**src/rtl/bht_ctrl_pkg.sv**
```systemverilog
// Shared types and defaults for the BHT update controller.
// Contents:
//   BHT_NR_ROWS / BHT_GHR_BITS / BHT_VLEN  default table geometry
//   bht_ctrl_state_e                       controller state (CLEAR sweep / RUN)
//   bht_upd_req_t                          one queued table update {pc, taken}
package bht_ctrl_pkg;

    localparam int unsigned BHT_NR_ROWS  = 512;
    localparam int unsigned BHT_GHR_BITS = 10;
    localparam int unsigned BHT_VLEN     = 64;

    typedef enum logic {
        CLEAR = 1'b0,
        RUN   = 1'b1
    } bht_ctrl_state_e;

    // The PC field is sized for the widest supported VLEN; narrower
    // configurations use the low bits.
    typedef struct packed {
        logic [BHT_VLEN-1:0] pc;
        logic                taken;
    } bht_upd_req_t;

endpackage

```
**src/rtl/rr_arbiter.sv**
```systemverilog
// Purely combinational round-robin arbiter.
// Ports:
//   req_i       request vector, one bit per requester
//   ptr_i       port with highest priority this cycle
//   en_i        when low no grant is issued
//   gnt_o       one-hot grant (or zero)
//   next_ptr_o  pointer to load if the grant is accepted (winner + 1 mod N)
module rr_arbiter #(
    parameter int unsigned NR_PORTS = 2,
    parameter int unsigned PTR_W    = 1
) (
    input  logic [NR_PORTS-1:0] req_i,
    input  logic [PTR_W-1:0]    ptr_i,
    input  logic                en_i,
    output logic [NR_PORTS-1:0] gnt_o,
    output logic [PTR_W-1:0]    next_ptr_o
);

    int unsigned idx;
    logic        found;

    // NOTE: every output and temporary gets a default before the search so no
    // path through this block leaves a value held, which would infer a latch.
    always_comb begin
        gnt_o      = '0;
        next_ptr_o = ptr_i;
        found      = 1'b0;
        idx        = 0;
        // Walk the ports starting at the pointer; the first requester wins.
        for (int unsigned i = 0; i < NR_PORTS; i++) begin
            idx = (32'(ptr_i) + i) % NR_PORTS;
            if (en_i && !found && req_i[PTR_W'(idx)]) begin
                found                = 1'b1;
                gnt_o[PTR_W'(idx)]   = 1'b1;
                next_ptr_o           = PTR_W'((idx + 1) % NR_PORTS);
            end
        end
    end

endmodule

```
**src/rtl/bht_update_ctrl.sv**
```systemverilog
// BHT update controller: funnels branch-resolution updates from NR_PORTS
// requesters through a round-robin arbiter into a small FIFO, drains the FIFO
// into the table's single update port, sweeps every row clear after reset and
// flush, and keeps the global history register used for gshare indexing.
// Optional build macro: BHT_UPD_CTRL_BYPASS_EN -- when defined, a request
// granted while the FIFO is empty is presented on upd_* in the same cycle.
// Ports:
//   clk_i, rst_ni          clock, asynchronous active-low reset
//   flush_i                drop queued updates, clear GHR, restart sweep
//   debug_mode_i           accept but drop requests (no training)
//   req_valid_i/pc/taken   per-port update requests
//   req_ready_o            per-port accept (one-hot or zero)
//   upd_valid_o/ready_i    update handshake towards the BHT
//   upd_pc_o, upd_taken_o  update payload (FIFO head)
//   clr_valid_o, clr_idx_o row clear command during the sweep
//   ghr_o                  global history, newest outcome in bit 0
//   busy_o                 sweeping or updates pending
module bht_update_ctrl
    import bht_ctrl_pkg::*;
#(
    parameter int unsigned NR_PORTS   = 2,
    parameter int unsigned FIFO_DEPTH = 4,
    parameter int unsigned NR_ROWS    = BHT_NR_ROWS,
    parameter int unsigned GHR_BITS   = BHT_GHR_BITS,
    parameter int unsigned VLEN       = BHT_VLEN
) (
    input  logic                               clk_i,
    input  logic                               rst_ni,
    input  logic                               flush_i,
    input  logic                               debug_mode_i,
    input  logic [NR_PORTS-1:0]                req_valid_i,
    input  logic [NR_PORTS-1:0][VLEN-1:0]      req_pc_i,
    input  logic [NR_PORTS-1:0]                req_taken_i,
    output logic [NR_PORTS-1:0]                req_ready_o,
    output logic                               upd_valid_o,
    input  logic                               upd_ready_i,
    output logic [VLEN-1:0]                    upd_pc_o,
    output logic                               upd_taken_o,
    output logic                               clr_valid_o,
    output logic [$clog2(NR_ROWS)-1:0]         clr_idx_o,
    output logic [GHR_BITS-1:0]                ghr_o,
    output logic                               busy_o
);

    localparam int unsigned IDX_W = $clog2(NR_ROWS);
    localparam int unsigned PTR_W = $clog2(FIFO_DEPTH);
    localparam int unsigned RR_W  = (NR_PORTS > 1) ? $clog2(NR_PORTS) : 1;

    bht_ctrl_state_e     state_q, state_d;
    logic [IDX_W-1:0]    clr_idx_q, clr_idx_d;

    bht_upd_req_t        fifo_mem [FIFO_DEPTH];
    logic [PTR_W-1:0]    wr_ptr_q, rd_ptr_q;
    logic [PTR_W:0]      count_q;
    logic                fifo_empty, fifo_full;

    logic [RR_W-1:0]     rr_ptr_q, rr_ptr_next;
    logic [NR_PORTS-1:0] grant;
    logic                arb_en, handshake, push, pop, upd_fire;
    bht_upd_req_t        win_req, head;

    logic [GHR_BITS-1:0] ghr_q;

    assign fifo_empty = (count_q == '0);
    assign fifo_full  = (count_q == (PTR_W+1)'(FIFO_DEPTH));

    // ------------------------------------------------------------------
    // Arbitration: only in RUN and only while there is room in the FIFO.
    // A pop in the same cycle does not free a slot for the requesters.
    // ------------------------------------------------------------------
    assign arb_en = (state_q == RUN) && !fifo_full;

    rr_arbiter #(
        .NR_PORTS (NR_PORTS),
        .PTR_W    (RR_W)
    ) i_rr_arbiter (
        .req_i      (req_valid_i),
        .ptr_i      (rr_ptr_q),
        .en_i       (arb_en),
        .gnt_o      (grant),
        .next_ptr_o (rr_ptr_next)
    );

    assign req_ready_o = grant;
    assign handshake   = |grant;

    always_comb begin
        win_req = '0;
        for (int unsigned i = 0; i < NR_PORTS; i++) begin
            if (grant[i]) begin
                win_req.pc    = BHT_VLEN'(req_pc_i[i]);
                win_req.taken = req_taken_i[i];
            end
        end
    end

    assign head = fifo_mem[rd_ptr_q];
    assign pop  = !fifo_empty && upd_ready_i && !flush_i;

`ifdef BHT_UPD_CTRL_BYPASS_EN
    // An empty FIFO lets the granted request straight through; it is only
    // queued when the table does not take it this cycle.
    logic bypass;
    assign bypass      = fifo_empty && handshake && !debug_mode_i;
    assign upd_valid_o = !fifo_empty || bypass;
    assign upd_pc_o    = fifo_empty ? win_req.pc[VLEN-1:0] : head.pc[VLEN-1:0];
    assign upd_taken_o = fifo_empty ? win_req.taken : head.taken;
    assign push        = handshake && !debug_mode_i && !flush_i &&
                         !(bypass && upd_ready_i);
`else
    assign upd_valid_o = !fifo_empty;
    assign upd_pc_o    = head.pc[VLEN-1:0];
    assign upd_taken_o = head.taken;
    assign push        = handshake && !debug_mode_i && !flush_i;
`endif

    assign upd_fire = upd_valid_o && upd_ready_i && !flush_i;

    // ------------------------------------------------------------------
    // Sweep FSM
    // ------------------------------------------------------------------
    // NOTE: state registers use non-blocking assignments so every flop samples
    // the pre-edge value of the others, independent of block ordering.
    always_ff @(posedge clk_i or negedge rst_ni) begin
        if (!rst_ni) begin
            state_q   <= CLEAR;
            clr_idx_q <= '0;
        end else begin
            state_q   <= state_d;
            clr_idx_q <= clr_idx_d;
        end
    end

    always_comb begin
        state_d     = state_q;
        clr_idx_d   = clr_idx_q;
        clr_valid_o = (state_q == CLEAR);
        if (flush_i) begin
            state_d   = CLEAR;
            clr_idx_d = '0;
        end else if (state_q == CLEAR) begin
            // Index wraps to 0 on the last row since NR_ROWS is a power of 2.
            clr_idx_d = clr_idx_q + IDX_W'(1);
            if (clr_idx_q == IDX_W'(NR_ROWS - 1)) begin
                state_d = RUN;
            end
        end
    end

    assign clr_idx_o = clr_idx_q;

    // ------------------------------------------------------------------
    // FIFO control, RR pointer and global history
    // ------------------------------------------------------------------
    always_ff @(posedge clk_i or negedge rst_ni) begin
        if (!rst_ni) begin
            wr_ptr_q <= '0;
            rd_ptr_q <= '0;
            count_q  <= '0;
            rr_ptr_q <= '0;
            ghr_q    <= '0;
        end else begin
            if (handshake) begin
                rr_ptr_q <= rr_ptr_next;
            end
            if (flush_i) begin
                wr_ptr_q <= '0;
                rd_ptr_q <= '0;
                count_q  <= '0;
                ghr_q    <= '0;
            end else begin
                if (push) wr_ptr_q <= wr_ptr_q + PTR_W'(1);
                if (pop)  rd_ptr_q <= rd_ptr_q + PTR_W'(1);
                if (push && !pop)      count_q <= count_q + (PTR_W+1)'(1);
                else if (!push && pop) count_q <= count_q - (PTR_W+1)'(1);
                if (upd_fire) begin
                    ghr_q <= {ghr_q[GHR_BITS-2:0], upd_taken_o};
                end
            end
        end
    end

    // NOTE: the storage array has no reset; count_q alone decides which
    // entries are meaningful, so resetting it would only cost flops.
    always_ff @(posedge clk_i) begin
        if (push) begin
            fifo_mem[wr_ptr_q] <= win_req;
        end
    end

    assign ghr_o  = ghr_q;
    assign busy_o = (state_q == CLEAR) || !fifo_empty;

endmodule

```
**config.mk**
```make
export PLATFORM = sky130hd
export DESIGN_NAME = bht_update_ctrl
export DESIGN_NICKNAME = d
export VERILOG_FILES = /design/src/rtl/bht_ctrl_pkg.sv /design/src/rtl/rr_arbiter.sv /design/src/rtl/bht_update_ctrl.sv
export SDC_FILE = /design/constraint.sdc
export NUM_CORES = 1
export LEC_CHECK = 0
export ABC_AREA = 1
export CORE_MARGIN = 8
export CORE_UTILIZATION = 56
export DETAILED_ROUTE_END_ITERATION = 16
export PLACE_DENSITY = 0.9
export REMOVE_ABC_BUFFERS = 1
export SKIP_LAST_GASP = 1
export SYNTH_ARGS = -nofsm -noshare
export SYNTH_HDL_FRONTEND = slang
export SYNTH_SLANG_ARGS = --single-unit
```
**constraint.sdc**
```tcl
create_clock -name clk_i -period 6.8 [get_ports clk_i]
set_input_delay 2.04 -clock clk_i [delete_from_list [all_inputs] [get_ports clk_i]]
set_output_delay 2.04 -clock clk_i [all_outputs]
set_load 0.02 [all_outputs]
```
After elaboration in Yosys (flattened, before gate mapping)
Memories as Yosys holds them, arrays and structs flattened.
Cells that the tools add are included.

word-level totals
  register bits = 28
  bits in writable memories = 260
  input bits = 137
  output and inout port bits = 89
  word-level logic and storage cells = 82
  memories = 1

memory list
  name      depth  width  rd ports  clocked after memory_dff  wr ports  RTL line               text
  fifo_mem  4      65     1         0                         1         bht_update_ctrl.sv:52  bht_upd_req_t fifo_mem [FIFO_DEPTH];

cells by class
  add/sub/neg operators = 7
  magnitude comparators = 4
  equality and inequality tests = 3
  muxes and demuxes = 31
  bitwise gates (word level) = 2
  reductions and logical operators = 27

operators by type and width
  kind                                                                           count
  65-bit 2-to-1 mux                                                              2
  10-bit 2-to-1 mux                                                              2
  9-bit 2-to-1 mux                                                               2
  1-bit 2-to-1 mux                                                               14
  1-bit logical AND                                                              12
  2-bit 2-to-1 mux                                                               6
  9-bit by 1-bit adder with 9-bit output (second input constant)                 1
  9-bit == test (second input constant)                                          1
  3-bit 2-to-1 mux                                                               3
  1-bit zero test                                                                7
  2-bit nonzero test                                                             3
  2-bit by 1-bit adder with 2-bit output (second input constant)                 2
  1-bit by 2-bit less-than comparator with 1-bit output (second input constant)  2
  3-bit by 1-bit adder with 3-bit output (second input constant)                 1
  3-bit == test (second input constant)                                          1
  3-bit zero test                                                                1
  3-bit nonzero test                                                             1
  3-bit by 1-bit subtractor with 3-bit output (second input constant)            1
  1-bit adder (second input constant)                                            2
  1-bit demux with 1-bit select                                                  2
  1-bit greater-or-equal comparator (second input constant)                      2
  2-bit inequality test (second input constant)                                  1
  2-bit OR                                                                       1
  2-bit AND reduction                                                            1
  other kinds (3)                                                                3

Longest topological paths before layout
  word-level depth = 17
  depth in mapped cells = 14
  mapped depth without buffers = 14

Cells and area by module
A second synthesis with hierarchy kept.

second synthesis, totals
  cell total of the unflattened synthesis = 1019
  area, all modules = 12446.9 µm²

modules (own cells, without submodules)
  module           instances  cells each  area each (µm²)  seq. area each (µm²)
  bht_update_ctrl  1          1007        12396.9          8508.2
  rr_arbiter       1          12          50.0             0.0

Worst setup path before layout
OpenSTA, ideal clock, no wires.

  kind = input-to-reg
  from = input req_valid_i[1]
  to = memory fifo_mem[0][0] (netlist bit), enable pin
  setup time = 0.488 ns
  arrival time = 5.256 ns
  data required time = 6.312 ns
  setup slack = 1.056 ns
  stages on the path = 5
  path buffers = 0
  path through = nand2_1 > nand2_2 > a21oi_4 > nand3_4 > nor2_1

between the ends
  cells in the longest elaborated chain, start to end = 13
  elaborated cells on any way between the ends = 17
  classes of those cells = 9 x mux; 1 x bitwise; 7 x reduce/logical

ends and longest elaborated chain
  what                                                 RTL line                text
  from (decl)                                          bht_update_ctrl.sv:31   input logic [NR_PORTS-1:0] req_valid_i,
  1-bit 2-to-1 mux (implied by the code) (2 in a row)  rr_arbiter.sv:32        if (en_i && !found && req_i[PTR_W'(idx)]) begin
  1-bit logical AND                                    rr_arbiter.sv:32
  1-bit 2-to-1 mux                                     rr_arbiter.sv:32
  1-bit zero test                                      rr_arbiter.sv:32
  1-bit logical AND (2 in a row)                       rr_arbiter.sv:32
  2-bit 2-to-1 mux *                                   rr_arbiter.sv:32
  2-bit OR reduction *                                 bht_update_ctrl.sv:85   assign handshake = |grant;
  1-bit logical AND * (2 in a row)                     bht_update_ctrl.sv:114  assign push = handshake && !debug_mode_i && !flush_i;
  1-bit 2-to-1 mux *                                   bht_update_ctrl.sv:186  if (push) begin
  1-bit 2-to-1 mux (implied by the code) *             bht_update_ctrl.sv:187  fifo_mem[wr_ptr_q] <= win_req;
  to (decl)                                            bht_update_ctrl.sv:52

Every way passes the cells marked *; elsewhere a longest branch is shown, timed or not. The select of a mux whose other input is x is not followed.

Worst setup path in the final report
  from = input req_valid_i[0]
  to = output req_ready_o[1]

between the ends
  cells in the longest elaborated chain, start to end = 8
  elaborated cells on any way between the ends = 12
  classes of those cells = 7 x mux; 1 x bitwise; 4 x reduce/logical

ends and longest elaborated chain
  what                                                 RTL line               text
  1-bit 2-to-1 mux (implied by the code) (2 in a row)  rr_arbiter.sv:32
  1-bit logical AND                                    rr_arbiter.sv:32
  1-bit 2-to-1 mux                                     rr_arbiter.sv:32
  1-bit zero test                                      rr_arbiter.sv:32
  1-bit logical AND (2 in a row)                       rr_arbiter.sv:32
  2-bit 2-to-1 mux *                                   rr_arbiter.sv:32
  to (decl)                                            bht_update_ctrl.sv:34  output logic [NR_PORTS-1:0] req_ready_o,

Marked as above.

==> results.txt <==
status = finished, final reports clean
setup_tns = 0 ns
CP Max Fanout = 3
hold buffers post-CTS = 0
Post-Layout Inst Area = 15000 um^2
top_reg_cell synth = edfxtp_1
Sequential Power Share = 43.5%
final core occ = 72.5%
Hold Vio Cnt, Final = 0
placed instance area = 14200 um^2
Core Area = 20800 um^2
Worst EP arrival = 3.63 ns
vias in the first global route = 8481
Setup crit end kind = primary output
post-route DRC violation count = 0
maximum vdd drop = 0.000211 V
fin crit period = 5.67 ns
Cell Pwr Density = 299 nW/um^2
CTS Sinks = 288
Worst EP required = 4.76 ns
CTS clk-pin slew, worst paths = 0.06 ns
final period utilization = 83.4%
CTS resizes = 0
Worst-Margin Slew = 1.10 ns
Critical path origin = req_valid_i[0]
router iterations before antenna repair = 5
post-DP HPWL = 17900 um
max-cap violation count = 0
Post-synth top cells = edfxtp_1, nor2_1, o21ai_0
largest net degree at the start of global routing = 71
Post-synth EDFFs = 260
slew margin rel. = 26.4%
Setup CP Type = input port to primary output
most frequent cell after synthesis = edfxtp_1
Starting Density = 56.4%
CTS tree = yes
I/O Pins = 226
H-tree depth = 1
GRT Resource Usage Total = 21.9%
synth unique cells = 33
min-delay src = clr_idx_o[3]$_DFFE_PN0P_
fin. max-slew vios = 0
FF+latch count, synth = 288
Worst R2R Path Depth = 5
area grow syn2layout = 28.6%
die height = 161 um
Yosys Warn Count = 0
vias per cell = 5.90
Synth area leader = edfxtp_1
RSZ-0062 raised after global routing = no
final net count = 1232
Longest Clk Path Bufs = 3
Clock Skews = 0.0117 ns
sw frac = 27.8%
first-pass GRT wire length = 45000 um
final hold slack = 0.526 ns
GRT Residual Overflow = 0
worst hold path class = flip-flop to flip-flop
hold path cells = 1
Vias = 8163
post-synth top area share = 66.7%
drt wl/cell = 21.1 um
total wire length = 29100 um
Antenna diodes = 0
Static Leak = 5.67 nW
row cnt = 53
CTS Buf Count = 28
routability cong. = 0.751
die area = 25800 um^2
internal power = 3.25 mW
cell area after synthesis = 11700 um^2
clock network fraction of design power = 33.4%
Logic pwr share = 23.1%
initial antenna violation count = 0
asr flop ratio synth = 9.72%
switching pwr = 1.25 mW
worst r2r src = state_q$_DFF_PN0_
share of cells above drive strength 1 = 7.12%
pre-CTS setup slack = 1.13 ns
critical path launch point type = input port
Mean Syn Cell Area = 13.3 um^2
Cells after Synth = 878
Die W = 161 um
worst skew pair latency = 0.53 ns
antenna violation net count after detailed routing = 0
number of port buffers = 225
Iter 0 DRT Violations = 615
sequential area share after synthesis = 72.7%
Fmax achieved = 0.176 GHz
Post-CTS Setup Inserts = 0
Setup Viol. Count Final = 0
final worst setup slack = 1.13 ns
clock root cell = clkbuf_16
top post-synthesis cells by area = edfxtp_1, dfrtp_1, o21ai_0
==> worst max-delay path, stage by stage <==
cell and delay, ns:
clkdlybuf4s50_1 0.46, inv_2 0.10, o21ai_4 0.07, inv_2 0.06, nand3_2 0.07, inv_2 0.13, clkdlybuf4s50_1 0.69
==> final cells by class <==
type                            instances  area (um^2)
Sequential cell                       288         8510
Fill cell                            1312         5710
Multi-Input combinational cell        491         2760
Timing Repair Buffer                  239         2380
Clock buffer                           35          748
Tap cell                              275          344
Inverter                               40          153
Clock inverter                         16          145
==> cells by family (layout without fill, tap and decap cells) <==
group	after synthesis	after routing	synth area share [%]
XOR/XNOR	2	2	0.150
AO/OA/AOI/OAI	289	289	15.5
buffers and inverters	99	330	3.98
AND/OR/NAND/NOR	193	193	6.86
adder cells (fa/ha/maj)	7	7	0.813
flip-flops	288	288	72.7
==> power groups by stage <==
stage	logic, mW	clock network [mW]	registers [mW]
2_1_floorplan	0.519	0	2.01
3_3_place_gp	1.01	0	1.99
3_5_place_dp	1.04	0	1.99
4_1_cts	1.05	1.52	1.96
5_1_grt	1.12	1.59	1.96
6_report	1.04	1.50	1.96
==> flip-flops by register name, summed over array words and instances, names as in the netlist <==
name       cells
fifo_mem     260
ghr_o         10
clr_idx_o      9
count_q        3
rd_ptr_q       2
wr_ptr_q       2
rr_ptr_q       1
state_q        1
==> cells in the final DEF (no fill, tap or decap), types with 2 or more instances in the layout <==
cell type,instances
dfrtp_1,26
clkbuf_16,29
clkbuf_1,6
a21oi_1,7
inv_2,9
buf_12,2
a22o_1,65
nand3_1,10
nand2_1,23
nor3_1,2
nand2_2,7
nor2_4,4
clkinv_1,11
inv_1,30
o21ai_1,9
clkdlybuf4s50_1,225
ha_1,6
nor2_1,138
o21ai_0,130
nand3_2,2
edfxtp_1,260
nand4_1,3
bufinv_16,3
o22ai_1,73
buf_4,12
==> per-stage QoR <==
step                      total power [mW]  instances
final                                 4.50       1384
after global routing                  4.67       1384
after CTS                             4.52       1384
after detailed placement              3.03       1333
after global placement                3.00       1333
after floorplan                       2.53        819
==> routing by layer <==
metal / global-route usage (%) / vias to the layer above / routed length (um)
met4: 6.88 / 0 / 699
li1: - / 3706 / -
met5: 0 / - / 0
met2: 38.1 / 411 / 14500
met1: 26.5 / 3978 / 11300
met3: 5.09 / 68 / 2580
==> worst paths after layout <==
check / to / slack, ns
setup / recovery: req_ready_o[1] / 1.13
hold reg to reg: clr_idx_o[3]$_DFFE_PN0P_ / 0.53
min in group asynchronous: ghr_o[1]$_DFFE_PN0P_ / 1.92
max in group asynchronous: rd_ptr_q[0]$_DFFE_PN0P_ / 4.58
hold / removal: clr_idx_o[3]$_DFFE_PN0P_ / 0.53
setup reg to reg: fifo_mem[1][37]$_DFFE_PP_ / 4.11
No activity file was read; power rests on OpenSTA's default activity.
